===== config.mk =====
export PLATFORM = sky130hd
export DESIGN_NAME = fpu_sp_sequencer
export DESIGN_NICKNAME = d
export VERILOG_FILES = /design/src/rtl/fpu_sp_pkg.sv /design/src/rtl/fpu_sp_cmd_fifo.sv /design/src/rtl/fpu_sp_sequencer.sv
export SDC_FILE = /design/constraint.sdc
export NUM_CORES = 1
export LEC_CHECK = 0
export CAP_MARGIN = 20
export CORE_MARGIN = 3
export CORE_UTILIZATION = 40
export CTS_BUF_LIST = sky130_fd_sc_hd__clkbuf_16
export DETAILED_ROUTE_END_ITERATION = 10
export SLEW_MARGIN = 15
export SYNTH_ARGS = -nofsm -noshare
export SYNTH_HDL_FRONTEND = slang
export SYNTH_SLANG_ARGS = --single-unit

===== constraint.sdc =====
create_clock -name clk -period 5.4 [get_ports clk]
set_clock_uncertainty 0.05 [all_clocks]
set_input_delay 1.08 -clock clk [delete_from_list [all_inputs] [get_ports clk]]
set_output_delay 1.08 -clock clk [all_outputs]
set_load 0.01 [all_outputs]

===== src/rtl/fpu_sp_pkg.sv =====
// Shared definitions for the single-precision FPU command sequencer:
// opcodes, response flag bit positions and the sequencer state encoding.
package fpu_sp_pkg;

  localparam int OP_W   = 2;
  localparam int TAG_W  = 4;
  localparam int FLAG_W = 3;

  localparam logic [OP_W-1:0] OP_ADD = 2'b00;
  localparam logic [OP_W-1:0] OP_SUB = 2'b01;
  localparam logic [OP_W-1:0] OP_MUL = 2'b10;
  localparam logic [OP_W-1:0] OP_DIV = 2'b11;

  // rsp_flags = {timeout, underflow, overflow}
  localparam int FLAG_OVF = 0;
  localparam int FLAG_UNF = 1;
  localparam int FLAG_TMO = 2;

  typedef enum logic [1:0] {
    ST_IDLE  = 2'd0,
    ST_ISSUE = 2'd1,
    ST_WAIT  = 2'd2,
    ST_RESP  = 2'd3
  } seq_state_e;

endpackage


===== src/rtl/fpu_sp_cmd_fifo.sv =====
// Command FIFO for the FPU sequencer: in-order storage of packed commands,
// synchronous active-low reset of pointers and occupancy.
module fpu_sp_cmd_fifo #(
  parameter int DEPTH = 4,
  parameter int DW    = 70
) (
  input  logic          clk,
  input  logic          rst_n,
  input  logic          push,
  input  logic [DW-1:0] push_data,
  input  logic          pop,
  output logic [DW-1:0] pop_data,
  output logic          full,
  output logic          empty
);

  localparam int AW = (DEPTH > 1) ? $clog2(DEPTH) : 1;
  localparam int CW = $clog2(DEPTH + 1);
  localparam logic [AW-1:0] LAST_IDX = AW'(DEPTH - 1);
  localparam logic [CW-1:0] FULL_CNT = CW'(DEPTH);

  logic [DW-1:0] mem [DEPTH];
  logic [AW-1:0] wr_ptr;
  logic [AW-1:0] rd_ptr;
  logic [CW-1:0] count;
  logic          do_push;
  logic          do_pop;

  assign full     = (count == FULL_CNT);
  assign empty    = (count == '0);
  assign do_push  = push && !full;
  assign do_pop   = pop && !empty;
  assign pop_data = mem[rd_ptr];

  function automatic logic [AW-1:0] bump(input logic [AW-1:0] p);
    return (p == LAST_IDX) ? '0 : p + 1'b1;
  endfunction

  always_ff @(posedge clk) begin
    if (!rst_n) begin
      wr_ptr <= '0;
      rd_ptr <= '0;
      count  <= '0;
    end else begin
      if (do_push) wr_ptr <= bump(wr_ptr);
      if (do_pop)  rd_ptr <= bump(rd_ptr);
      // simultaneous push and pop leaves the occupancy unchanged
      case ({do_push, do_pop})
        2'b10:   count <= count + 1'b1;
        2'b01:   count <= count - 1'b1;
        default: count <= count;
      endcase
    end
  end

  always_ff @(posedge clk) begin
    if (do_push) mem[wr_ptr] <= push_data;
  end

endmodule


===== src/rtl/fpu_sp_sequencer.sv =====
// Queues FPU commands, issues them one at a time to an external FPU and
// returns tagged responses in order, with a bounded wait for fpu_ready.
//
// state    | meaning
// ---------+----------------------------------------------------------
// ST_IDLE  | no operation in flight; pop the FIFO head when available
// ST_ISSUE | operands presented to the FPU; fpu_ready still stale
// ST_WAIT  | waiting for fpu_ready, counting toward the timeout
// ST_RESP  | response held on rsp_* until rsp_ready
module fpu_sp_sequencer
  import fpu_sp_pkg::*;
#(
  parameter int WIDTH   = 32,
  parameter int DEPTH   = 4,
  parameter int TIMEOUT = 16
) (
  input  logic              clk,
  input  logic              rst_n,
  input  logic              cmd_valid,
  output logic              cmd_ready,
  input  logic [WIDTH-1:0]  cmd_a,
  input  logic [WIDTH-1:0]  cmd_b,
  input  logic [OP_W-1:0]   cmd_op,
  input  logic [TAG_W-1:0]  cmd_tag,
  output logic [WIDTH-1:0]  fpu_a,
  output logic [WIDTH-1:0]  fpu_b,
  output logic [OP_W-1:0]   fpu_opcode,
  input  logic [WIDTH-1:0]  fpu_result,
  input  logic              fpu_ready,
  input  logic              fpu_overflow,
  input  logic              fpu_underflow,
  output logic              rsp_valid,
  input  logic              rsp_ready,
  output logic [WIDTH-1:0]  rsp_result,
  output logic [TAG_W-1:0]  rsp_tag,
  output logic [FLAG_W-1:0] rsp_flags,
  output logic              busy
);

  localparam int CMD_W = 2 * WIDTH + OP_W + TAG_W;
  localparam int CNT_W = (TIMEOUT > 1) ? $clog2(TIMEOUT) : 1;
  localparam logic [CNT_W-1:0] WAIT_LAST = CNT_W'(TIMEOUT - 1);

  seq_state_e state_q;
  seq_state_e state_d;

  logic              fifo_full;
  logic              fifo_empty;
  logic              fifo_push;
  logic              fifo_pop;
  logic [CMD_W-1:0]  fifo_wdata;
  logic [CMD_W-1:0]  fifo_rdata;

  logic [WIDTH-1:0]  head_a;
  logic [WIDTH-1:0]  head_b;
  logic [OP_W-1:0]   head_op;
  logic [TAG_W-1:0]  head_tag;

  logic [WIDTH-1:0]  fpu_a_q;
  logic [WIDTH-1:0]  fpu_b_q;
  logic [OP_W-1:0]   fpu_op_q;
  logic [TAG_W-1:0]  tag_q;
  logic [CNT_W-1:0]  wait_cnt_q;

  logic [WIDTH-1:0]  rsp_result_q;
  logic [TAG_W-1:0]  rsp_tag_q;
  logic [FLAG_W-1:0] rsp_flags_q;

  logic [FLAG_W-1:0] cap_flags;
  logic [FLAG_W-1:0] tmo_flags;
  logic              wait_expired;

  // Nothing is accepted while reset is asserted.
  assign cmd_ready  = rst_n && !fifo_full;
  assign fifo_push  = cmd_valid && cmd_ready;
  assign fifo_wdata = {cmd_a, cmd_b, cmd_op, cmd_tag};
  assign {head_a, head_b, head_op, head_tag} = fifo_rdata;

  fpu_sp_cmd_fifo #(
    .DEPTH (DEPTH),
    .DW    (CMD_W)
  ) u_cmd_fifo (
    .clk       (clk),
    .rst_n     (rst_n),
    .push      (fifo_push),
    .push_data (fifo_wdata),
    .pop       (fifo_pop),
    .pop_data  (fifo_rdata),
    .full      (fifo_full),
    .empty     (fifo_empty)
  );

  assign wait_expired = !fpu_ready && (wait_cnt_q == WAIT_LAST);

  always_comb begin
    cap_flags           = '0;
    cap_flags[FLAG_OVF] = fpu_overflow;
    cap_flags[FLAG_UNF] = fpu_underflow;
    tmo_flags           = '0;
    tmo_flags[FLAG_TMO] = 1'b1;
  end

  always_comb begin
    state_d  = state_q;
    fifo_pop = 1'b0;
    case (state_q)
      ST_IDLE: begin
        if (!fifo_empty) begin
          fifo_pop = 1'b1;
          state_d  = ST_ISSUE;
        end
      end
      ST_ISSUE: state_d = ST_WAIT;
      ST_WAIT: begin
        if (fpu_ready || wait_expired) state_d = ST_RESP;
      end
      ST_RESP: begin
        if (rsp_ready) state_d = ST_IDLE;
      end
      default: state_d = ST_IDLE;
    endcase
  end

  always_ff @(posedge clk) begin
    if (!rst_n) begin
      state_q      <= ST_IDLE;
      fpu_a_q      <= '0;
      fpu_b_q      <= '0;
      fpu_op_q     <= '0;
      tag_q        <= '0;
      wait_cnt_q   <= '0;
      rsp_result_q <= '0;
      rsp_tag_q    <= '0;
      rsp_flags_q  <= '0;
    end else begin
      state_q <= state_d;
      // FPU operands only change on a pop, so they stay put through RESP.
      if (fifo_pop) begin
        fpu_a_q  <= head_a;
        fpu_b_q  <= head_b;
        fpu_op_q <= head_op;
        tag_q    <= head_tag;
      end
      case (state_q)
        ST_ISSUE: wait_cnt_q <= '0;
        ST_WAIT: begin
          wait_cnt_q <= wait_cnt_q + 1'b1;
          if (fpu_ready) begin
            rsp_result_q <= fpu_result;
            rsp_tag_q    <= tag_q;
            rsp_flags_q  <= cap_flags;
          end else if (wait_expired) begin
            rsp_result_q <= '0;
            rsp_tag_q    <= tag_q;
            rsp_flags_q  <= tmo_flags;
          end
        end
        default: wait_cnt_q <= wait_cnt_q;
      endcase
    end
  end

  assign fpu_a      = fpu_a_q;
  assign fpu_b      = fpu_b_q;
  assign fpu_opcode = fpu_op_q;
  assign rsp_valid  = (state_q == ST_RESP);
  assign rsp_result = rsp_result_q;
  assign rsp_tag    = rsp_tag_q;
  assign rsp_flags  = rsp_flags_q;
  assign busy       = (state_q != ST_IDLE) || !fifo_empty;

endmodule


**After elaboration in Yosys (flattened, before gate mapping)**

Memories as Yosys holds them, arrays and structs flattened. A register that Yosys moved wholly into a read port is not among the register bits.
Index checks and enable logic that the tools add are counted.

- Flip-flop bits (word level): 52
- RAM bits: 280
- Input port bits: 109
- Output and inout bits: 108
- Logic and storage cells: 63
- Memories kept: 1

Memory list:

| name | depth | bits a word | read ports | clocked after Yosys merged registers in | wr ports | RTL line | source |
|---|---|---|---|---|---|---|---|
| u_cmd_fifo.mem | 4 | 70 | 1 | 1 | 1 | fpu_sp_cmd_fifo.sv:22 | `logic [DW-1:0] mem [DEPTH];` |

- Add/sub/neg operators: 5
- Equal/unequal tests: 12
- Muxes and demuxes: 18
- Reduce and logical (&&, ||, !) cells: 19

Operators with widths:

| kind | number |
|---|---|
| 2-to-1 mux 32 bit | 2 |
| == test 2 bit (second input constant) | 5 |
| 2-to-1 mux 2 bit | 5 |
| 2-to-1 mux 4 bit | 2 |
| case mux 2 bit (4 select lines) | 1 |
| case mux 4 bit (2 select lines) | 1 |
| nonzero test 2 bit | 4 |
| 2-to-1 mux 3 bit | 2 |
| case mux 3 bit (2 select lines) | 1 |
| logical AND 1 bit | 5 |
| adder 2 x 1 -> 2 bit (second input constant) | 2 |
| adder 4 x 1 -> 4 bit (second input constant) | 1 |
| == test 2 x 1 -> 1 bit (second input constant) | 2 |
| == test 4 bit (second input constant) | 1 |
| zero test 1 bit | 4 |
| 2-to-1 mux 1 bit | 4 |
| inequality test 2 bit (second input constant) | 2 |
| adder 3 x 1 -> 3 bit (second input constant) | 1 |
| == test 3 bit (second input constant) | 1 |
| zero test 3 bit | 1 |
| AND reduction 3 bit | 1 |
| subtractor 3 x 1 -> 3 bit (second input constant) | 1 |
| zero test 2 bit | 1 |
| logical OR 1 bit | 2 |
| 2 further kinds | 2 |

**Depth between registers and ports, before layout**

Gate-level depths: netlist of run 1.

- Depth after elaboration: 7
- Mapped depth: 9

**Modules after synthesis**

Synthesis of run 1 repeated with hierarchy kept, for this count alone.

- Cells, all modules: 869
- Area total of the unflattened synthesis: 14667.8 um2

By module, submodules not included:

| module | times used | cells each | area each (um2) | sequential area each (um2) |
|---|---|---|---|---|
| fpu_sp_cmd_fifo | 1 | 422 | 10669.0 | 8588.2 |
| fpu_sp_sequencer | 1 | 447 | 3998.8 | 2302.2 |

**Worst setup path before layout of run 1**

No wires, ideal clock.

- Kind: input to register
- Start point: input rst_n
- End point: memory u_cmd_fifo.mem[3][0] (enable)
- Library setup time: 436 ps
- Data arrival time: 3473 ps
- Setup slack: 1442 ps
- Stages on the path: 4
- Path buffers: 1
- Cell sequence: clkbuf_1 inv_1 a211oi_2 and2_1

- Word-level cells in the longest chain between the ends: 5

Ends and longest elaborated chain:

| what | RTL line | source |
|---|---|---|
| start: declaration | fpu_sp_sequencer.sv:18 | `input logic rst_n,` |
| logical AND 1 bit | fpu_sp_sequencer.sv:74 | `assign cmd_ready = rst_n && !fifo_full;` |
| logical AND 1 bit | fpu_sp_sequencer.sv:75 | `assign fifo_push = cmd_valid && cmd_ready;` |
| logical AND 1 bit | fpu_sp_cmd_fifo.sv:31 | `assign do_push = push && !full;` |
| 2-to-1 mux 1 bit | fpu_sp_cmd_fifo.sv:57 | `if (do_push) mem[wr_ptr] <= push_data;` |
| 2-to-1 mux 1 bit (not written as such) | fpu_sp_cmd_fifo.sv:57 |  |
| end: declaration | fpu_sp_cmd_fifo.sv:22 |  |

Every way passes these cells.

**Worst setup path in the final report of run 1**

- Start point: input rst_n
- End point: output cmd_ready

- Word-level cells in the longest chain between the ends: 1

Ends and longest elaborated chain:

| what | RTL line | source |
|---|---|---|
| logical AND 1 bit | fpu_sp_sequencer.sv:74 |  |
| end: declaration | fpu_sp_sequencer.sv:20 | `output logic cmd_ready,` |

Every way passes these cells.

==> impl_metrics.py, run 1 <==
metrics = {
    "outcome": {
        "status": "complete, no violations",
    },
    "global_route": {
        "antenna_found_initial": 1,
        "grt_max_degree": 71,
        "grt_pass1_wl_mm": 45.4,
        "grt-ovfl-total": 0,
        "grt_use_total": 0.152,
        "grt_pass1_vias": 7679,
    },
    "clock_network": {
        "cts_setup_buffers": 0,
        "h-tree-depth": 2,
        "holdBufCountCts": 0,
        "cts_tree": "yes",
        "cts_resized": 0,
        "clk_path_buf_depth": 3,
        "clkSinkCount": 402,
        "root_buffer": "clkbuf_16",
        "path_clk_slew_ns": 0.05,
        "worstSkewPairLatency_ns": 0.51,
        "cts_buffers": 42,
    },
    "detailed_routing": {
        "drt_wl_total_mm": 29.0,
        "detail_route.first_pass.iterations": 4,
        "drt-wirelength-per-cell_um": 20.3,
        "via_per_inst": 5.15,
        "route.detailed.drc": 0,
        "drt-initial-drc-count": 437,
        "vias": 7366,
        "ant_nets": 0,
    },
    "place": {
        "place_area_um2": 16900,
        "place_congestion": 0.723,
        "dp_hpwl_mm": 17.6,
        "portBuffers": 216,
    },
    "critical_path": {
        "reg2reg_from": "u_cmd_fifo.count[0]",
        "crit_slowest_cell": "clkdlybuf4s50_1",
        "cp_max_fo": 17,
        "end_kind": "primary output",
        "start_kind": "input port",
        "startpoint": "rst_n",
        "cp.required_ns": 4.27,
        "cpPeakStageDelay_ns": 0.57,
        "path_common_cell": "clkdlybuf4s50_1",
        "cp_data_arrival_time_ns": 2.80,
        "path_class": "in2out",
        "path_cells": "clkdlybuf4s50_1 > buf_4 > inv_1 > a21oi_1 > clkdlybuf4s50_1",
    },
    "sta": {
        "max_freq_ghz": 0.254,
        "setup_viol": 0,
        "rsz0062_at_grt": "no",
        "maxSlewHeadroom": 0.412,
        "finalHoldViolations": 0,
        "fin_tns_setup_ns": 0,
        "hold-worst-slack_ns": 0.408,
        "fin_crit_sh": 0.728,
        "tightest_slew_ns": 0.882,
        "min_period_ns": 3.93,
        "maxSlewViolCount": 0,
    },
    "finish": {
        "antenna_cells": 0,
        "drive_above_1_share": 0.156,
        "stdcell_area_um2": 18200,
        "fin_nets": 1062,
        "final_util": 0.522,
        "area_delta_synth_final_pct": 27.6,
    },
    "floorplanning": {
        "core_area_um2": 34800,
        "dieArea_um2": 37900,
        "die_w_um": 195,
        "initial_core_util": 0.409,
        "rows": 68,
        "fp.dieH_um": 195,
        "num_io_pins": 217,
    },
    "job": {
        "maxCapViolCount": 0,
    },
    "power": {
        "p_total_w": 0.00868,
        "seqPwrFrac": 0.461,
        "p_switching_w": 0.00226,
        "internal-power_w": 0.00641,
        "p_leak_nw": 6.11,
        "p_comb_frac": 0.232,
        "peakVddDrop_uv": 274,
        "swShare": 0.261,
        "power_frac_clock": 0.307,
        "power_density_nw_per_um2": 477,
    },
    "synth": {
        "synth-edff-count": 280,
        "netlist-cell-type-count": 38,
        "synth_area_leaders": "edfxtp_1, dfxtp_1, mux4_2",
        "yosys-top-cells-count": "edfxtp_1, dfxtp_1, a22o_1",
        "synth_area_leader_cell": "edfxtp_1",
        "synth_nets": 832,
        "syn_area_um2": 14200,
        "synth.most_common_cell": "edfxtp_1",
        "synth_area_per_cell_um2": 20.0,
        "yosysTopAreaCellShare": 0.590,
        "synth_seq_cells": 402,
        "synthCells": 711,
        "yosysWarningCount": 0,
        "ys_async_sr_fraction": 0,
        "seq_area_frac_synth": 0.762,
        "synthFlopType": "edfxtp_1",
    },
    "min_path": {
        "hp-start": "rsp_tag[1]",
        "min_path_type": "reg2reg",
    },
}
## final timing paths
check	end	slack [ns]	depth (start not counted)
worst max-delay path	cmd_ready	1.47	5
worst min register to register	rsp_tag[1]	0.41	2
worst max register to register	u_cmd_fifo.count[2]	2.83	8
worst min-delay path	rsp_tag[1]	0.41	2
## kinds of logic after synthesis
logic type / count (synthesis) / synth area share
buffers and inverters: 54 / 0.0218
flip-flops: 402 / 0.762
XOR/XNOR: 2 / 0.00123
AO/OA/AOI/OAI: 121 / 0.0724
multiplexers: 81 / 0.118
adder cells (fa/ha/maj): 12 / 0.0111
AND/OR/NAND/NOR: 39 / 0.0135
## power by group through the flow
stage,clock network [W],registers (W),logic [W]
after floorplan,0,0.00405,0.00121
after global placement,0,0.00406,0.00204
after detailed placement,0,0.00407,0.00206
after CTS,0.00275,0.00401,0.00206
after global routing,0.00289,0.00406,0.00219
final,0.00266,0.00400,0.00202
## worst max-delay path, delay by kind of cell
| kind | cells | cell delay, ns |
|---|---|---|
| buffers and inverters | 4 | 1.52 |
| AO/OA/AOI/OAI | 1 | 0.20 |
## per-stage QoR
stage                     setup slack, ns  cells
after floorplan                      1.44    711
after global placement               1.36   1352
after detailed placement             1.28   1352
after CTS                            1.45   1429
after global routing                 1.36   1429
final                                1.47   1429
## sequential cells by signal, summed over array words and instances, names as in the netlist, 3 cells and up
name	cells
fpu_a	32
fpu_b	32
rsp_flags	3
rsp_result	32
rsp_tag	4
tag_q	4
u_cmd_fifo.count	3
u_cmd_fifo.mem	280
wait_cnt_q	4
## routing by layer
layer,vias up,global-route usage,wire length [um]
li1,3360,-,-
met1,3709,0.212,13100
met2,251,0.246,13500
met3,44,0.0359,1930
met4,2,0.0327,478
met5,-,0,13
## cell usage in the layout (no fill, tap or decap), types with 2 or more instances in the layout
master,netlist,final
a21oi_1,6,6
a22o_1,100,100
and2_4,1,5
buf_12,0,4
buf_4,5,9
bufinv_16,0,2
clkbuf_16,0,44
clkdlybuf4s50_1,0,216
clkinv_1,0,10
clkinv_2,0,6
dfxtp_1,122,120
dfxtp_4,0,2
edfxtp_1,280,280
ha_1,11,11
inv_1,11,24
mux2i_1,10,10
mux4_2,70,70
nand2_1,16,16
nand3_1,2,2
nor2_1,7,7
o21ai_0,3,3
o2bb2ai_1,4,4
or2_2,2,2
or3_1,2,2
## area by class of cell
class | instances | area (um2)
Timing Repair Buffer | 229 | 2310
Tap cell | 455 | 569
Fill cell | 2799 | 16600
Sequential cell | 402 | 10900
Clock buffer | 44 | 1100
Clock inverter | 33 | 193
Multi-Input combinational cell | 255 | 3100
Inverter | 11 | 41.3
(Power assumes the default switching activity.)
==> run 2: changes to the inputs <==
==> constraint.sdc (replaced) <==
create_clock -name clk -period 3.5 [get_ports clk]
set_clock_uncertainty 0.05 [all_clocks]
set_input_delay 0.7 -clock clk [delete_from_list [all_inputs] [get_ports clk]]
set_output_delay 0.7 -clock clk [all_outputs]
set_load 0.01 [all_outputs]
==> impl_metrics.py, run 2 (synthesized netlist as in run 1, its figures left out) <==
metrics = {
    "floorplanning": {
        "initial_core_util": 0.409,
        "die_w_um": 195,
        "fp.dieH_um": 195,
        "core_area_um2": 34800,
        "dieArea_um2": 37900,
        "num_io_pins": 217,
        "rows": 68,
    },
    "finish": {
        "area_delta_synth_final_pct": 28.6,
        "drive_above_1_share": 0.165,
        "fillers": 2766,
        "regMostFlops": "u_cmd_fifo.mem",
        "final_common_cell": "edfxtp_1",
        "stdcell_area_um2": 18300,
        "fin_nets": 1068,
        "final_cells": 1436,
        "largest_reg_flops": 280,
        "mostFrequentLayoutCells": "edfxtp_1, clkdlybuf4s50_1, dfxtp_1",
    },
    "job": {
        "maxCapViolCount": 0,
    },
    "critical_path": {
        "cp.required_ns": 2.75,
        "cpPeakStageDelay_ns": 0.52,
        "crit_slowest_cell": "clkdlybuf4s50_1",
        "reg2reg_slack_ns": 1.11,
        "path_cells": "inv_1 > ha_1 > or4b_1 > clkdlybuf4s50_1",
        "start_kind": "flip-flop",
        "path_class": "reg2out",
        "cp_max_fo": 3,
        "end_kind": "primary output",
        "cp_data_arrival_time_ns": 2.15,
    },
    "clock_network": {
        "path_clk_slew_ns": 0.06,
        "cts_setup_buffers": 0,
        "cts_resized": 0,
        "worstSkewPairLatency_ns": 0.54,
        "clk_path_buf_depth": 3,
        "h-tree-depth": 2,
        "root_buffer": "clkbuf_16",
        "cts_tree": "yes",
        "holdBufCountCts": 0,
        "cts_buffers": 42,
        "clkSinkCount": 402,
    },
    "global_route": {
        "antenna_found_initial": 1,
        "met1_usage": 0.207,
        "use_met3": 0.0461,
        "grt_max_degree": 67,
        "grt.met2_usage": 0.254,
        "busiest_layer": "met2",
        "grt_pass1_vias": 7715,
        "grt-ovfl-total": 0,
        "grt_pass1_wl_mm": 46.1,
        "grt_use_total": 0.155,
    },
    "place": {
        "place_congestion": 0.715,
        "place_ws_ns": 0.588,
        "dp_cells": 1358,
        "portBuffers": 216,
        "place_area_um2": 17000,
        "dp_hpwl_mm": 18.0,
    },
    "detailed_routing": {
        "via_per_inst": 5.14,
        "drt-initial-drc-count": 379,
        "route.detailed.drc": 0,
        "drt_wl_total_mm": 29.8,
        "ant_nets": 0,
        "drt-wirelength-per-cell_um": 20.7,
        "vias": 7378,
        "detail_route.first_pass.iterations": 7,
    },
    "sta": {
        "fin_ws_ns": 0.595,
        "finalHoldViolations": 0,
        "tightest_slew_ns": 0.748,
        "rsz0062_at_grt": "no",
        "setup_viol": 0,
        "fin_crit_sh": 0.830,
        "maxSlewViolCount": 0,
        "fin_tns_setup_ns": 0,
        "max_freq_ghz": 0.344,
        "min_period_ns": 2.90,
        "maxSlewHeadroom": 0.501,
    },
    "outcome": {
        "status": "complete, no violations",
    },
    "min_path": {
        "min_path_type": "reg2reg",
    },
    "power": {
        "power_density_nw_per_um2": 738,
        "peakVddDrop_uv": 469,
        "p_leak_nw": 6.17,
    },
}
## run 2: changes by cell type in the layout (fill, tap and decap cells not counted)
cell | previous run | this run
diode_2 | 0 | 1
buf_4 | 9 | 7
buf_12 | 4 | 12
inv_1 | 24 | 23
inv_2 | 0 | 3
clkinv_1 | 10 | 7
clkbuf_16 | 44 | 43
clkinv_8 | 0 | 2
## run 2: metal layers
layer | up-vias | share of wire
met3 | 39 | 0.075
met1 | 3713 | 0.43
met4 | 2 | 0.016
met2 | 258 | 0.47
li1 | 3366 | -
met5 | - | 0.00047
## run 2: report_power, final
group	total, W	switching, W	leakage, nW	internal (W)
clock network	0.00413	0.00175	0.688	0.00238
registers	0.00622	0.000459	3.54	0.00576
logic	0.00317	0.00138	1.95	0.00179
## run 2: critical path: cells and delay by family (launching register included)
family | cells | cell delay (ns)
adders and majority gates | 1 | 0.18
buffers and inverters | 2 | 0.62
and+or+nand+nor | 1 | 0.50
DFF | 1 | 0.33
## run 2: worst paths after layout
kind / startpoint / end / depth (start not counted)
min reg2reg: rsp_tag[0] / rsp_tag[0] / 2
max: state_q[0] / busy / 4
max reg2reg: state_q[0] / u_cmd_fifo.count[2] / 8
min: rsp_tag[0] / rsp_tag[0] / 2
## run 2: final cells by class
type,instances,area [um2],area share
Timing Repair Buffer,235,2450,0.134
Antenna cell,1,2.50,0.000137
Inverter,11,41.3,0.00225
Tap cell,455,569,0.0311
Multi-Input combinational cell,255,3100,0.169
Clock inverter,34,221,0.0121
Sequential cell,402,10900,0.593
Clock buffer,43,1080,0.0587
## run 2: per-stage QoR
step | util | power [W] | hold slack [ns]
4_1_cts | 0.527 | 0.0137 | 0.412
5_1_grt | 0.527 | 0.0142 | 0.422
3_5_place_dp | 0.489 | 0.00955 | 0.404
2_1_floorplan | - | 0.00812 | 0.386
3_3_place_gp | 0.489 | 0.00952 | 0.398
6_report | 0.527 | 0.0135 | 0.407
==> run 3: changes to the inputs <==
==> constraint.sdc (replaced) <==
create_clock -name clk -period 2.8 [get_ports clk]
set_clock_uncertainty 0.05 [all_clocks]
set_input_delay 0.56 -clock clk [delete_from_list [all_inputs] [get_ports clk]]
set_output_delay 0.56 -clock clk [all_outputs]
set_load 0.01 [all_outputs]
==> impl_metrics.py, run 3 (synthesized netlist as in run 1, its figures left out) <==
metrics = {
    "outcome": {
        "status": "complete, no violations",
    },
    "detailed_routing": {
        "detail_route.first_pass.iterations": 4,
        "ant_nets": 0,
        "drt_wl_total_mm": 29.3,
        "via_per_inst": 5.09,
        "vias": 7337,
        "drt-wirelength-per-cell_um": 20.3,
        "drt-initial-drc-count": 378,
        "route.detailed.drc": 0,
    },
    "floorplanning": {
        "dieArea_um2": 37900,
        "initial_core_util": 0.409,
        "rows": 68,
        "fp.dieH_um": 195,
        "die_w_um": 195,
        "num_io_pins": 217,
        "core_area_um2": 34800,
    },
    "sta": {
        "rsz0062_at_grt": "no",
        "hold-worst-slack_ns": 0.408,
        "finalHoldViolations": 0,
        "maxSlewHeadroom": 0.658,
        "fin_crit_sh": 0.931,
        "maxSlewViolCount": 0,
        "fin_tns_setup_ns": 0,
        "tightest_slew_ns": 0.513,
        "max_freq_ghz": 0.383,
        "min_period_ns": 2.61,
        "setup_viol": 0,
    },
    "finish": {
        "largest_reg_flops": 280,
        "fillers": 2741,
        "final_common_cell": "edfxtp_1",
        "drive_above_1_share": 0.172,
        "mostFrequentLayoutCells": "edfxtp_1, clkdlybuf4s50_1, dfxtp_1",
        "stdcell_area_um2": 18500,
        "area_delta_synth_final_pct": 29.8,
        "regMostFlops": "u_cmd_fifo.mem",
        "antenna_cells": 0,
        "fin_nets": 1074,
    },
    "global_route": {
        "grt_pass1_wl_mm": 45.6,
        "antenna_found_initial": 4,
        "grt_pass1_vias": 7705,
        "grt-ovfl-total": 0,
        "grt_max_degree": 48,
        "grt_use_total": 0.153,
    },
    "critical_path": {
        "cp.required_ns": 2.19,
        "r2r_end": "u_cmd_fifo.count[2]",
        "r2r.worst_path.cells": 8,
        "cpPeakStageDelay_ns": 0.55,
        "crit_slowest_cell": "clkdlybuf4s50_1",
        "reg2reg_from": "u_cmd_fifo.count[0]",
        "start_kind": "input port",
        "path_cells": "clkdlybuf4s50_1 > inv_1 > buf_4 > a21oi_1 > clkdlybuf4s50_1",
        "end_kind": "primary output",
        "crit_family": "buffers and inverters",
        "reg2reg_slack_ns": 0.54,
        "cp_data_arrival_time_ns": 2.00,
        "path_common_cell": "clkdlybuf4s50_1",
        "path_class": "in2out",
        "critPathBufInv": 4,
        "cp_max_fo": 13,
    },
    "place": {
        "portBuffers": 216,
        "place_congestion": 0.750,
        "place_area_um2": 17100,
        "dp_hpwl_mm": 17.7,
    },
    "clock_network": {
        "cts_tree": "yes",
        "worstSkewPairLatency_ns": 0.54,
        "clk_path_buf_depth": 3,
        "root_buffer": "clkbuf_16",
        "cts_setup_buffers": 0,
        "holdBufCountCts": 0,
        "h-tree-depth": 2,
        "path_clk_slew_ns": 0.05,
        "clkSinkCount": 402,
        "cts_buffers": 42,
        "cts_resized": 0,
    },
    "power": {
        "p_leak_nw": 6.24,
        "power_density_nw_per_um2": 932,
        "peakVddDrop_uv": 745,
    },
    "min_path": {
        "worstHoldEndpoint": "rsp_tag[0]",
        "hp-start": "rsp_tag[0]",
        "hold_path_depth": 2,
        "min_path_type": "reg2reg",
    },
    "job": {
        "maxCapViolCount": 0,
    },
}
==> run 3: area by class of cell <==
cell class	instances	area (um2)	share of cell area
clock buffer	43	1080	0.0582
tap	455	569	0.0308
multi-input combinational	255	3100	0.168
inverter	11	41.3	0.00223
clock inverter	35	308	0.0166
timing repair buffer	241	2540	0.137
sequential	402	10900	0.587
==> run 3: routing by layer <==
metal	routed length [um]	GRT usage	vias up
li1	-	-	3382
met1	12800	0.207	3653
met2	13600	0.244	241
met3	2360	0.0482	53
met4	508	0.0378	8
met5	46	0	-
==> run 3: worst max path at each step <==
| stage | from | endpoint | depth (start not counted) |
|---|---|---|---|
| 3_3_place_gp | cmd_valid | u_cmd_fifo.count[2] | 9 |
| 2_1_floorplan | rst_n | u_cmd_fifo.mem[0][0] | 4 |
| 5_1_grt | rst_n | cmd_ready | 5 |
| 3_5_place_dp | cmd_valid | u_cmd_fifo.count[2] | 9 |
| 6_report | rst_n | cmd_ready | 5 |
| 4_1_cts | state_q[0] | busy | 4 |
==> run 3: per-stage QoR <==
| step | total power [W] | setup slack, ns | util | instances |
|---|---|---|---|---|
| finish | 0.0172 | 0.192 | 0.531 | 1442 |
| global route | 0.0181 | 0.120 | 0.531 | 1442 |
| CTS | 0.0175 | 0.0212 | 0.531 | 1442 |
| detailed placement | 0.0120 | 0.0309 | 0.492 | 1364 |
| global placement | 0.0120 | 0.0503 | 0.492 | 1364 |
| floorplan | 0.0102 | 0.112 | - | 711 |
==> run 3: report_power, final <==
group	internal (W)	switching, W	leakage [nW]
registers	0.00720	0.000518	3.54
logic	0.00231	0.00177	1.99
clock network	0.00325	0.00218	0.708
==> run 3: tightest hold or removal path, cell delays in order (launching register included) <==
cell and delay [ns]:
dfxtp_1 0.30, nand2_1 0.05, mux2i_1 0.05
